**src/rtl/mem_arbiter.sv**
```systemverilog
// mem_arbiter: shares the single-port weight/activation memory between NUM_REQ requesters (round-robin,
//   or lowest-index-first when ARB_FIXED_PRIO_EN is defined), with locked bursts and in-order read routing.
// Latency: grant is combinational; memory command 1 cycle after accept; rvalid 1 cycle after mem_valid_out.
// Backpressure: reads are not granted while the owner-tag FIFO is full (writes still are); LOCK stalls others.
module mem_arbiter #(
  parameter int NUM_REQ   = 3,
  parameter int ADDR_W    = 14,
  parameter int DATA_W    = 32,
  parameter int TAG_DEPTH = 4,
  parameter int MAX_BURST = 16
) (
  input  logic                      clk,
  input  logic                      rst,
  input  logic [NUM_REQ-1:0]        req,
  input  logic [NUM_REQ-1:0]        req_we,
  input  logic [NUM_REQ-1:0]        req_lock,
  input  logic [NUM_REQ*ADDR_W-1:0] req_addr,
  input  logic [NUM_REQ*DATA_W-1:0] req_wdata,
  output logic [NUM_REQ-1:0]        gnt,
  output logic [NUM_REQ-1:0]        rvalid,
  output logic [DATA_W-1:0]         rdata,
  output logic                      mem_wr_en,
  output logic                      mem_rd_en,
  output logic [ADDR_W-1:0]         mem_addr,
  output logic [DATA_W-1:0]         mem_data_in,
  input  logic [DATA_W-1:0]         mem_data_out,
  input  logic                      mem_valid_out,
  output logic                      err
);

  localparam int IDX_W  = $clog2(NUM_REQ);
  localparam int BCNT_W = $clog2(MAX_BURST) + 1;
  localparam int FA_W   = $clog2(TAG_DEPTH);
  localparam int FC_W   = FA_W + 1;

  typedef enum logic {ARB, LOCK} state_e;

  state_e            state_q, state_d;
  logic [IDX_W-1:0]  ptr_q, ptr_d;
  logic [IDX_W-1:0]  owner_q, owner_d;
  logic [BCNT_W-1:0] burst_q, burst_d;

  // Owner-tag FIFO: requester index of each outstanding read, oldest at rd_ptr
  logic [IDX_W-1:0]  tag_mem_q [TAG_DEPTH];
  logic [IDX_W-1:0]  tag_mem_d [TAG_DEPTH];
  logic [FA_W-1:0]   wr_ptr_q, wr_ptr_d;
  logic [FA_W-1:0]   rd_ptr_q, rd_ptr_d;
  logic [FC_W-1:0]   cnt_q, cnt_d;

  logic              mem_wr_en_q, mem_wr_en_d;
  logic              mem_rd_en_q, mem_rd_en_d;
  logic [ADDR_W-1:0] mem_addr_q, mem_addr_d;
  logic [DATA_W-1:0] mem_data_in_q, mem_data_in_d;
  logic [NUM_REQ-1:0] rvalid_q, rvalid_d;
  logic [DATA_W-1:0] rdata_q, rdata_d;
  logic              err_q, err_d;

  logic [NUM_REQ-1:0] grantable;
  logic [NUM_REQ-1:0] gnt_c;
  logic [IDX_W-1:0]   win;
  logic [IDX_W-1:0]   start;
  logic [IDX_W-1:0]   cand_idx;
  logic               found;
  int                 cand;
  logic               fifo_full, fifo_empty;
  logic               accept, push, pop;
  logic [IDX_W-1:0]   rtag;

  logic [ADDR_W-1:0]  addr_arr  [NUM_REQ];
  logic [DATA_W-1:0]  wdata_arr [NUM_REQ];

  for (genvar g = 0; g < NUM_REQ; g++) begin : g_unpack
    assign addr_arr[g]  = req_addr[g*ADDR_W +: ADDR_W];
    assign wdata_arr[g] = req_wdata[g*DATA_W +: DATA_W];
  end

  assign fifo_full  = (cnt_q == FC_W'(TAG_DEPTH));
  assign fifo_empty = (cnt_q == '0);
  // A read cannot be issued without a free tag slot; writes never need one
  assign grantable  = req & (req_we | {NUM_REQ{~fifo_full}});
  // Grant is forced low while reset is asserted even if requests are present
  assign gnt        = gnt_c & {NUM_REQ{rst}};
  assign accept     = |gnt;
  assign push       = accept & ~req_we[win];
  assign pop        = mem_valid_out & ~fifo_empty;
  assign rtag       = tag_mem_q[rd_ptr_q];

  // Arbitration FSM: choose the winner, advance the pointer, track lock owner and burst length
  always_comb begin
    state_d  = state_q;
    ptr_d    = ptr_q;
    owner_d  = owner_q;
    burst_d  = burst_q;
    gnt_c    = '0;
    win      = '0;
    found    = 1'b0;
    cand     = 0;
    cand_idx = '0;
    start    = ptr_q;
`ifdef ARB_FIXED_PRIO_EN
    start    = '0;
`endif
    if (state_q == ARB) begin
      for (int k = 0; k < NUM_REQ; k++) begin
        cand = int'(start) + k;
        if (cand >= NUM_REQ) cand = cand - NUM_REQ;
        cand_idx = IDX_W'(cand);
        if (!found && grantable[cand_idx]) begin
          found = 1'b1;
          win   = cand_idx;
        end
      end
      if (found) begin
        gnt_c[win] = 1'b1;
`ifdef ARB_FIXED_PRIO_EN
        ptr_d = '0;
`else
        ptr_d = (win == IDX_W'(NUM_REQ - 1)) ? '0 : win + IDX_W'(1);
`endif
        if (req_lock[win] && (MAX_BURST > 1)) begin
          state_d = LOCK;
          owner_d = win;
          burst_d = BCNT_W'(1);
        end
      end
    end else begin
      win = owner_q;
      // Dropping req or lock ends the burst immediately, with no grant this cycle
      if (!req[owner_q] || !req_lock[owner_q]) begin
        state_d = ARB;
      end else if (grantable[owner_q]) begin
        gnt_c[owner_q] = 1'b1;
        burst_d = burst_q + BCNT_W'(1);
        if (burst_d == BCNT_W'(MAX_BURST)) state_d = ARB;
      end
    end
  end

  // Tag FIFO bookkeeping: push on read accept, pop on memory return; both may happen together
  always_comb begin
    tag_mem_d = tag_mem_q;
    wr_ptr_d  = wr_ptr_q;
    rd_ptr_d  = rd_ptr_q;
    cnt_d     = cnt_q;
    if (push) begin
      tag_mem_d[wr_ptr_q] = win;
      wr_ptr_d = wr_ptr_q + FA_W'(1);
    end
    if (pop) rd_ptr_d = rd_ptr_q + FA_W'(1);
    if (push && !pop) cnt_d = cnt_q + FC_W'(1);
    else if (!push && pop) cnt_d = cnt_q - FC_W'(1);
  end

  // Memory command and read-return datapath
  always_comb begin
    mem_wr_en_d   = accept & req_we[win];
    mem_rd_en_d   = push;
    mem_addr_d    = mem_addr_q;
    mem_data_in_d = mem_data_in_q;
    if (accept) begin
      mem_addr_d    = addr_arr[win];
      mem_data_in_d = wdata_arr[win];
    end
    rvalid_d = '0;
    rdata_d  = rdata_q;
    err_d    = err_q;
    if (mem_valid_out) begin
      // A return with no outstanding tag has no owner: drop it and flag the error
      if (fifo_empty) begin
        err_d = 1'b1;
      end else begin
        rvalid_d[rtag] = 1'b1;
        rdata_d        = mem_data_out;
      end
    end
  end

  // State registers
  always_ff @(posedge clk or negedge rst) begin
    if (!rst) begin
      state_q       <= ARB;
      ptr_q         <= '0;
      owner_q       <= '0;
      burst_q       <= '0;
      for (int i = 0; i < TAG_DEPTH; i++) tag_mem_q[i] <= '0;
      wr_ptr_q      <= '0;
      rd_ptr_q      <= '0;
      cnt_q         <= '0;
      mem_wr_en_q   <= 1'b0;
      mem_rd_en_q   <= 1'b0;
      mem_addr_q    <= '0;
      mem_data_in_q <= '0;
      rvalid_q      <= '0;
      rdata_q       <= '0;
      err_q         <= 1'b0;
    end else begin
      state_q       <= state_d;
      ptr_q         <= ptr_d;
      owner_q       <= owner_d;
      burst_q       <= burst_d;
      tag_mem_q     <= tag_mem_d;
      wr_ptr_q      <= wr_ptr_d;
      rd_ptr_q      <= rd_ptr_d;
      cnt_q         <= cnt_d;
      mem_wr_en_q   <= mem_wr_en_d;
      mem_rd_en_q   <= mem_rd_en_d;
      mem_addr_q    <= mem_addr_d;
      mem_data_in_q <= mem_data_in_d;
      rvalid_q      <= rvalid_d;
      rdata_q       <= rdata_d;
      err_q         <= err_d;
    end
  end

  assign mem_wr_en   = mem_wr_en_q;
  assign mem_rd_en   = mem_rd_en_q;
  assign mem_addr    = mem_addr_q;
  assign mem_data_in = mem_data_in_q;
  assign rvalid      = rvalid_q;
  assign rdata       = rdata_q;
  assign err         = err_q;

endmodule

```
**config.mk**
```make
export PLATFORM = sky130hd
export DESIGN_NAME = mem_arbiter
export DESIGN_NICKNAME = d
export VERILOG_FILES = /design/src/rtl/mem_arbiter.sv
export SDC_FILE = /design/constraint.sdc
export NUM_CORES = 1
export LEC_CHECK = 0
export CAP_MARGIN = 20
export CORE_UTILIZATION = 42
export DETAILED_ROUTE_END_ITERATION = 16
export GPL_TIMING_DRIVEN = 0
export PLACE_DENSITY = 0.89
export SETUP_SLACK_MARGIN = 0.1
export SLEW_MARGIN = 20
export SYNTH_ARGS = -nofsm -noshare
export SYNTH_HDL_FRONTEND = slang
export SYNTH_SLANG_ARGS = --single-unit
```
**constraint.sdc**
```tcl
create_clock -name clk -period 4.2 [get_ports clk]
set_input_delay 0.84 -clock clk [delete_from_list [all_inputs] [get_ports clk]]
set_output_delay 0.84 -clock clk [all_outputs]
set_load 0.02 [all_outputs]
```
Yosys cells after proc, flatten, opt, wreduce, memory -nomap -nowiden

Cells that the tools add are included.
Widths: inputs -> output; s select.

Register bits: 109
Bits of input ports: 182
Output and inout bits: 87
Logic and storage cells: 160

Add/sub/neg operators: 11
$lt $le $gt $ge: 17
Equal/unequal tests: 5
Multiplexer cells: 71
Bitwise gates (word level): 13
Reductions and logical operators: 25

Operators with widths:

| kind                | count |
|---|---|
| $bmux 32 s2         | 1 |
| $mux 32             | 2 |
| $mux 2              | 15 |
| $bmux 14 s2         | 1 |
| $mux 14             | 2 |
| $mux 5              | 5 |
| $mux 3              | 8 |
| $mux 1              | 23 |
| $lt 2x3->1 const B  | 7 |
| $bmux 1 s2          | 8 |
| $ge 3x3->1 const B  | 3 |
| $not 2->3           | 3 |
| $bwmux 8            | 1 |
| $logic_and 1x1->1   | 8 |
| $add 2x1->2 const B | 3 |
| $and 3x3->3         | 2 |
| $demux 1 s2         | 3 |
| $ge 2x1->1 const B  | 3 |
| $ge 3x2->1 const B  | 2 |
| $logic_not 1->1     | 6 |
| $reduce_and 2->1    | 3 |
| $reduce_bool 2->1   | 3 |
| $sub 2x2->2 const B | 3 |
| $add 5x1->5 const B | 1 |
| other kinds (21)    | 26 |

Longest topological paths before layout

Depth in word-level cells: 29
Depth in mapped cells: 16

Least setup slack after synthesis

No wires, ideal clock.

Path type: input -> register
Start: input req_we[2]
End: register cnt_q[2]
Library setup time: 0.079 ns
Arrival: 3.636 ns
Data required time: 4.121 ns
Setup slack: 0.484 ns
Stages: 14
Buffers on the path: 1
Cell sequence: or4b_1 > buf_2 > a2bb2oi_4 > a221oi_1 > a22oi_4 > mux2i_1 > mux2i_4 > nor2_2 > ha_1 > inv_1 > fa_1 > xor2_1 > nor2_1 > xor2_1

Cells in the longest elaborated chain, start to end: 26
Elaborated cells on any way between the ends: 45
Those cells by class: 2 x order compare; 28 x mux; 5 x bitwise; 10 x reduce/logical

RTL lines:

| what                               | line | text |
|---|---|---|
| start, declared                    | 15   | `input logic [NUM_REQ-1:0] req_we,` |
| $or 3x3->3                         | 80   | `assign grantable = req & (req_we \| {NUM_REQ{~fifo_full}});` |
| $and 3x3->3                        | 80   |  |
| $bmux 1 s2                         | 108  | `if (!found && grantable[cand_idx]) begin` |
| $mux 1 (not written as such)       | 108  |  |
| $mux 1                             | 108  |  |
| $mux 1                             | 103  | `if (state_q == ARB) begin` |
| $logic_not 1->1                    | 108  |  |
| $logic_and 1x1->1                  | 108  |  |
| [11 not listed]                    | -    |  |
| $mux 3                             | 103  |  |
| $and 3x3->3                        | 82   | `assign gnt = gnt_c & {NUM_REQ{rst}};` |
| $reduce_or 3->1                    | 83   | `assign accept = \|gnt;` |
| $and 1x1->1 *                      | 84   | `assign push = accept & ~req_we[win];` |
| named net mem_rd_en_d              | 51   | `logic mem_rd_en_q, mem_rd_en_d;` |
| $logic_not 1->1                    | 151  | `else if (!push && pop) cnt_d = cnt_q - FC_W'(1);` |
| $logic_and 1x1->1                  | 151  |  |
| $reduce_bool 2->1 (no source line) | -    |  |
| end signal, assigned               | 204  | `cnt_q <= cnt_d;` |
| end, declared                      | 48   | `logic [FC_W-1:0] cnt_q, cnt_d;` |

The timed path passes the listed nets; every way through them passes the cells marked *. The select of a mux whose other input is x is not followed.
A chain may end at the register's enable or synchronous reset.

Worst setup path in the final report

Start: input req_we[0]
End: output gnt[2]

Cells in the longest elaborated chain, start to end: 21
Elaborated cells on any way between the ends: 34
Those cells by class: 2 x order compare; 24 x mux; 3 x bitwise; 5 x reduce/logical

RTL lines:

| what                                                           | line | text |
|---|---|---|
| $or 3x3->3 *                                                   | 80   |  |
| $and 3x3->3 *                                                  | 80   |  |
| $bmux 1 s2                                                     | 108  |  |
| $mux 1 (not written as such)                                   | 108  |  |
| $mux 1                                                         | 108  |  |
| $mux 1                                                         | 103  |  |
| $logic_not 1->1                                                | 108  |  |
| $logic_and 1x1->1                                              | 108  |  |
| [5 not listed]                                                 | -    |  |
| $mux 2                                                         | 103  |  |
| $lt 2x3->1 (not written as such) or $ge 2x1->1 (tied branches) | 114  | `gnt_c[win] = 1'b1;` |
| $logic_and 1x1->1 (not written as such)                        | 114  |  |
| $mux 1 (not written as such)                                   | 114  |  |
| $demux 1 s2                                                    | 114  |  |
| $mux 3                                                         | 113  | `if (found) begin` |
| $mux 3 *                                                       | 103  |  |
| $and 3x3->3 *                                                  | 82   |  |
| end, declared                                                  | 19   | `output logic [NUM_REQ-1:0] gnt,` |

Mark *: on every way between the ends. The rest lies on a longest branch, timed or not. The select of a mux whose other input is x is not followed.

==> results.txt <==
Sequential share of power -> 29.6%
Root Driver -> clkbuf_16
Synth top area cells -> dfrtp_1 48%, mux2_2 9.7%, nand2_1 7.5%
Worst-path clk slew -> 0.07 ns
Core Area -> 13200 um^2
Initial antenna violation count -> 0
Normalized max-slew margin -> 55.4%
Cell with the most instances after synthesis -> nand2_1
Syn_area_per_cell -> 9.77 um^2
Kind of critical path -> input pin to output pin
H-tree depth -> 3
Die area -> 14000 um^2
Die H -> 118 um
Clk sinks -> 109
DRC -> 0
Leakage power -> 3.80 nW
Tightest Pin Transition -> 0.660 ns
Die width -> 118 um
Final setup fails -> 0
Initial Util -> 43.0%
Area leader, netlist -> dfrtp_1
Fillers -> 1045
Worst reg2reg path endpoint -> cnt_q[2]
Cells after synthesis -> 583
Overall power -> 6.09 mW
Sequential area share after synthesis -> 47.9%
PwrDens -> 676 nW/um^2
Post-layout min period -> 4.04 ns
Share of cells above drive strength 1 -> 12.5%
Worst reg2reg path depth -> 13
Via Count -> 5500
Final ANT Viol Nets -> 0
Crit path required time -> 3.36 ns
First-pass DRT Iterations -> 5
Critical path origin -> req_we[0]
Fin crit share -> 96.1%
Unrepaired setup endpoints after global routing -> true
N_diodes -> 0
Seq. cell area -> 2730 um^2
Synth cell count leaders -> 114 x nand2_1, 109 x dfrtp_1, 106 x nor2_1
CTS tree -> built
Most used DFF post-synth -> dfrtp_1
Clock share of power -> 14.7%
I/O pins -> 269
Comb pwr share -> 55.8%
Sw Ratio -> 41.5%
GP Congestion -> 0.936
Critical path capture point type -> output pin
Crit Path Max Fanout -> 4
Post-synth EDFFs -> 0
Vias per inst -> 5.24
Num CTS Buffers -> 9
Final Core Density -> 68.0%
Site row count -> 42
Syn_nets -> 775
Post-synth cell types -> 57
Mapped Area -> 5700 um^2
Gr usage total -> 26.1%
Critical path launch point type -> input pin
Flops & latches, synth -> 109
MaxCap Viol Count -> 0
Crit path arrival time -> 3.20 ns
P_int -> 3.56 mW
Area Overhead vs Synth -> 58.1%
WL final -> 17800 um
Setup crit end -> gnt[2]
R2r setup slk -> 0.62 ns
Slew Viols, Final -> 0
DRT iter0 DRCs -> 302
Gr ovfl total -> 0
Final hold violations -> 0
Maximum ir drop on the vdd rail -> 0.000445 V
Multi-input gate area -> 2790 um^2
Synthesis warning total -> 0
IO buf count -> 268
Nets -> 1061
Worst-Skew Late Latency -> 0.35 ns
Largest net degree at the start of global routing -> 71
RR Startpoint -> cnt_q[0]
Top cell type's share of synthesized area -> 47.9%
Status -> finished clean
Ys async rst share -> 100%
DP HPWL -> 13500 um
Post-DR wirelength/cell -> 17.0 um
Hold Path Class -> input pin to asynchronous set/reset pin
CTS max path bufs -> 2
P_sw -> 2.53 mW
First-pass GRT wire length -> 28500 um
Clk_skew -> 0.00503 ns
Fmax achieved -> 248 MHz
Number of global-route vias before repair -> 5600
[worst max-delay path, stage by stage]
cell	delay, ns
clkdlybuf4s50_1	0.46
or4b_4	0.53
and3_1	0.23
a2111oi_4	0.44
nand2_1	0.10
a21boi_0	0.22
dlygate4sd2_1	0.37
[sequential cells by signal (all words and copies together) (netlist names)]
name / cells
wr_ptr_q: 2
tag_mem_q: 8
err: 1
rvalid: 3
state_q: 1
rdata: 32
ptr_q: 2
mem_data_in: 32
owner_q: 2
burst_q: 5
mem_rd_en: 1
mem_wr_en: 1
cnt_q: 3
rd_ptr_q: 2
mem_addr: 14
[cells in the final DEF (no fill, tap or decap), types with 2 or more instances in the layout]
master             n
a2111oi_4          2
a21o_1             3
a21oi_1            5
a221oi_1          46
and2_1             2
buf_1              4
buf_2             15
buf_4              7
clkbuf_1          17
clkbuf_16          9
clkdlybuf4s50_1  264
dfrtp_1          109
dlygate4sd2_1      2
ha_1               9
inv_1             13
inv_6              2
mux2_1             4
mux2_2            49
mux4_2             2
nand2_1          114
nand2b_1           2
nand3_1           10
nand4_1            2
nor2_1           106
nor3_1             6
nor3b_1            2
nor4_1             2
o21a_1             2
o21ai_0           10
o31ai_1            5
or2_2              2
or4b_1             3
xnor2_1            4
xor2_1             2
[cells by family after synthesis]
group / count (synthesis) / share of synthesized area (%)
AND/OR/NAND/NOR: 264 / 19.8
flip-flops: 109 / 47.9
adder cells (fa/ha/maj): 10 / 2.33
XOR/XNOR: 6 / 0.923
AO/OA/AOI/OAI: 87 / 13.4
multiplexers: 58 / 12.0
buffers and inverters: 49 / 3.62
[power groups by stage]
| stage | clock network, mW | logic, mW | registers, mW |
|---|---|---|---|
| after global placement | 0 | 3.28 | 1.79 |
| after global routing | 0.949 | 3.69 | 1.86 |
| final | 0.893 | 3.40 | 1.80 |
| after detailed placement | 0 | 3.35 | 1.80 |
| after CTS | 0.907 | 3.38 | 1.80 |
| after floorplan | 0 | 1.58 | 2.19 |
[layout make-up]
class,instances,share of cell area (%)
well taps,176,2.45
flip-flops and latches,109,30.3
clock inverters,5,0.736
plain buffers,36,1.75
multi-input cells,425,31.0
clock buffers,11,2.70
inverters,13,0.542
repair buffers,275,30.5
[worst min-delay path by stage]
stage	start	end	slack [ns]	cells past startpoint
2_1_floorplan	tag_mem_q[2]	tag_mem_q[2]	0.45	1
3_3_place_gp	rdata[1]	rdata[1]	0.46	2
3_5_place_dp	rdata[7]	rdata[7]	0.46	2
4_1_cts	rst	ptr_q[0]	0.41	1
5_1_grt	rst	burst_q[0]	0.44	1
6_report	rst	ptr_q[0]	0.41	1
[what timing repair did]
action / CTS / global route
gates resized for setup: 6 / 6
hold endpoints to repair: 0 / 0
hold buffers: 0 / 0
pin swaps: 1 / 3
endpoints found under the setup margin: 5 / 3
setup buffers: 1 / 5
[metal layers]
layer / GRT usage (%) / part of all wire (%)
met3: 7.72 / 8.3
met4: 10.5 / 2.8
met5: 0 / 0
met1: 29.8 / 39
met2: 45.7 / 50
[through the flow]
step / instance area (um^2) / instances / setup WS (ns) / TNS, ns / hold slack (ns)
floorplan: 5700 / 583 / 0.484 / 0 / 0.452
global placement: 8600 / 1027 / -3.10 / -387.00 / 0.456
detailed placement: 8630 / 1028 / -0.412 / -1.10 / 0.462
CTS: 8950 / 1045 / 0.0373 / 0 / 0.410
global route: 9000 / 1050 / 0.0597 / 0 / 0.439
finish: 9000 / 1050 / 0.163 / 0 / 0.410
Note: power is estimated with default switching activity, not from simulation.
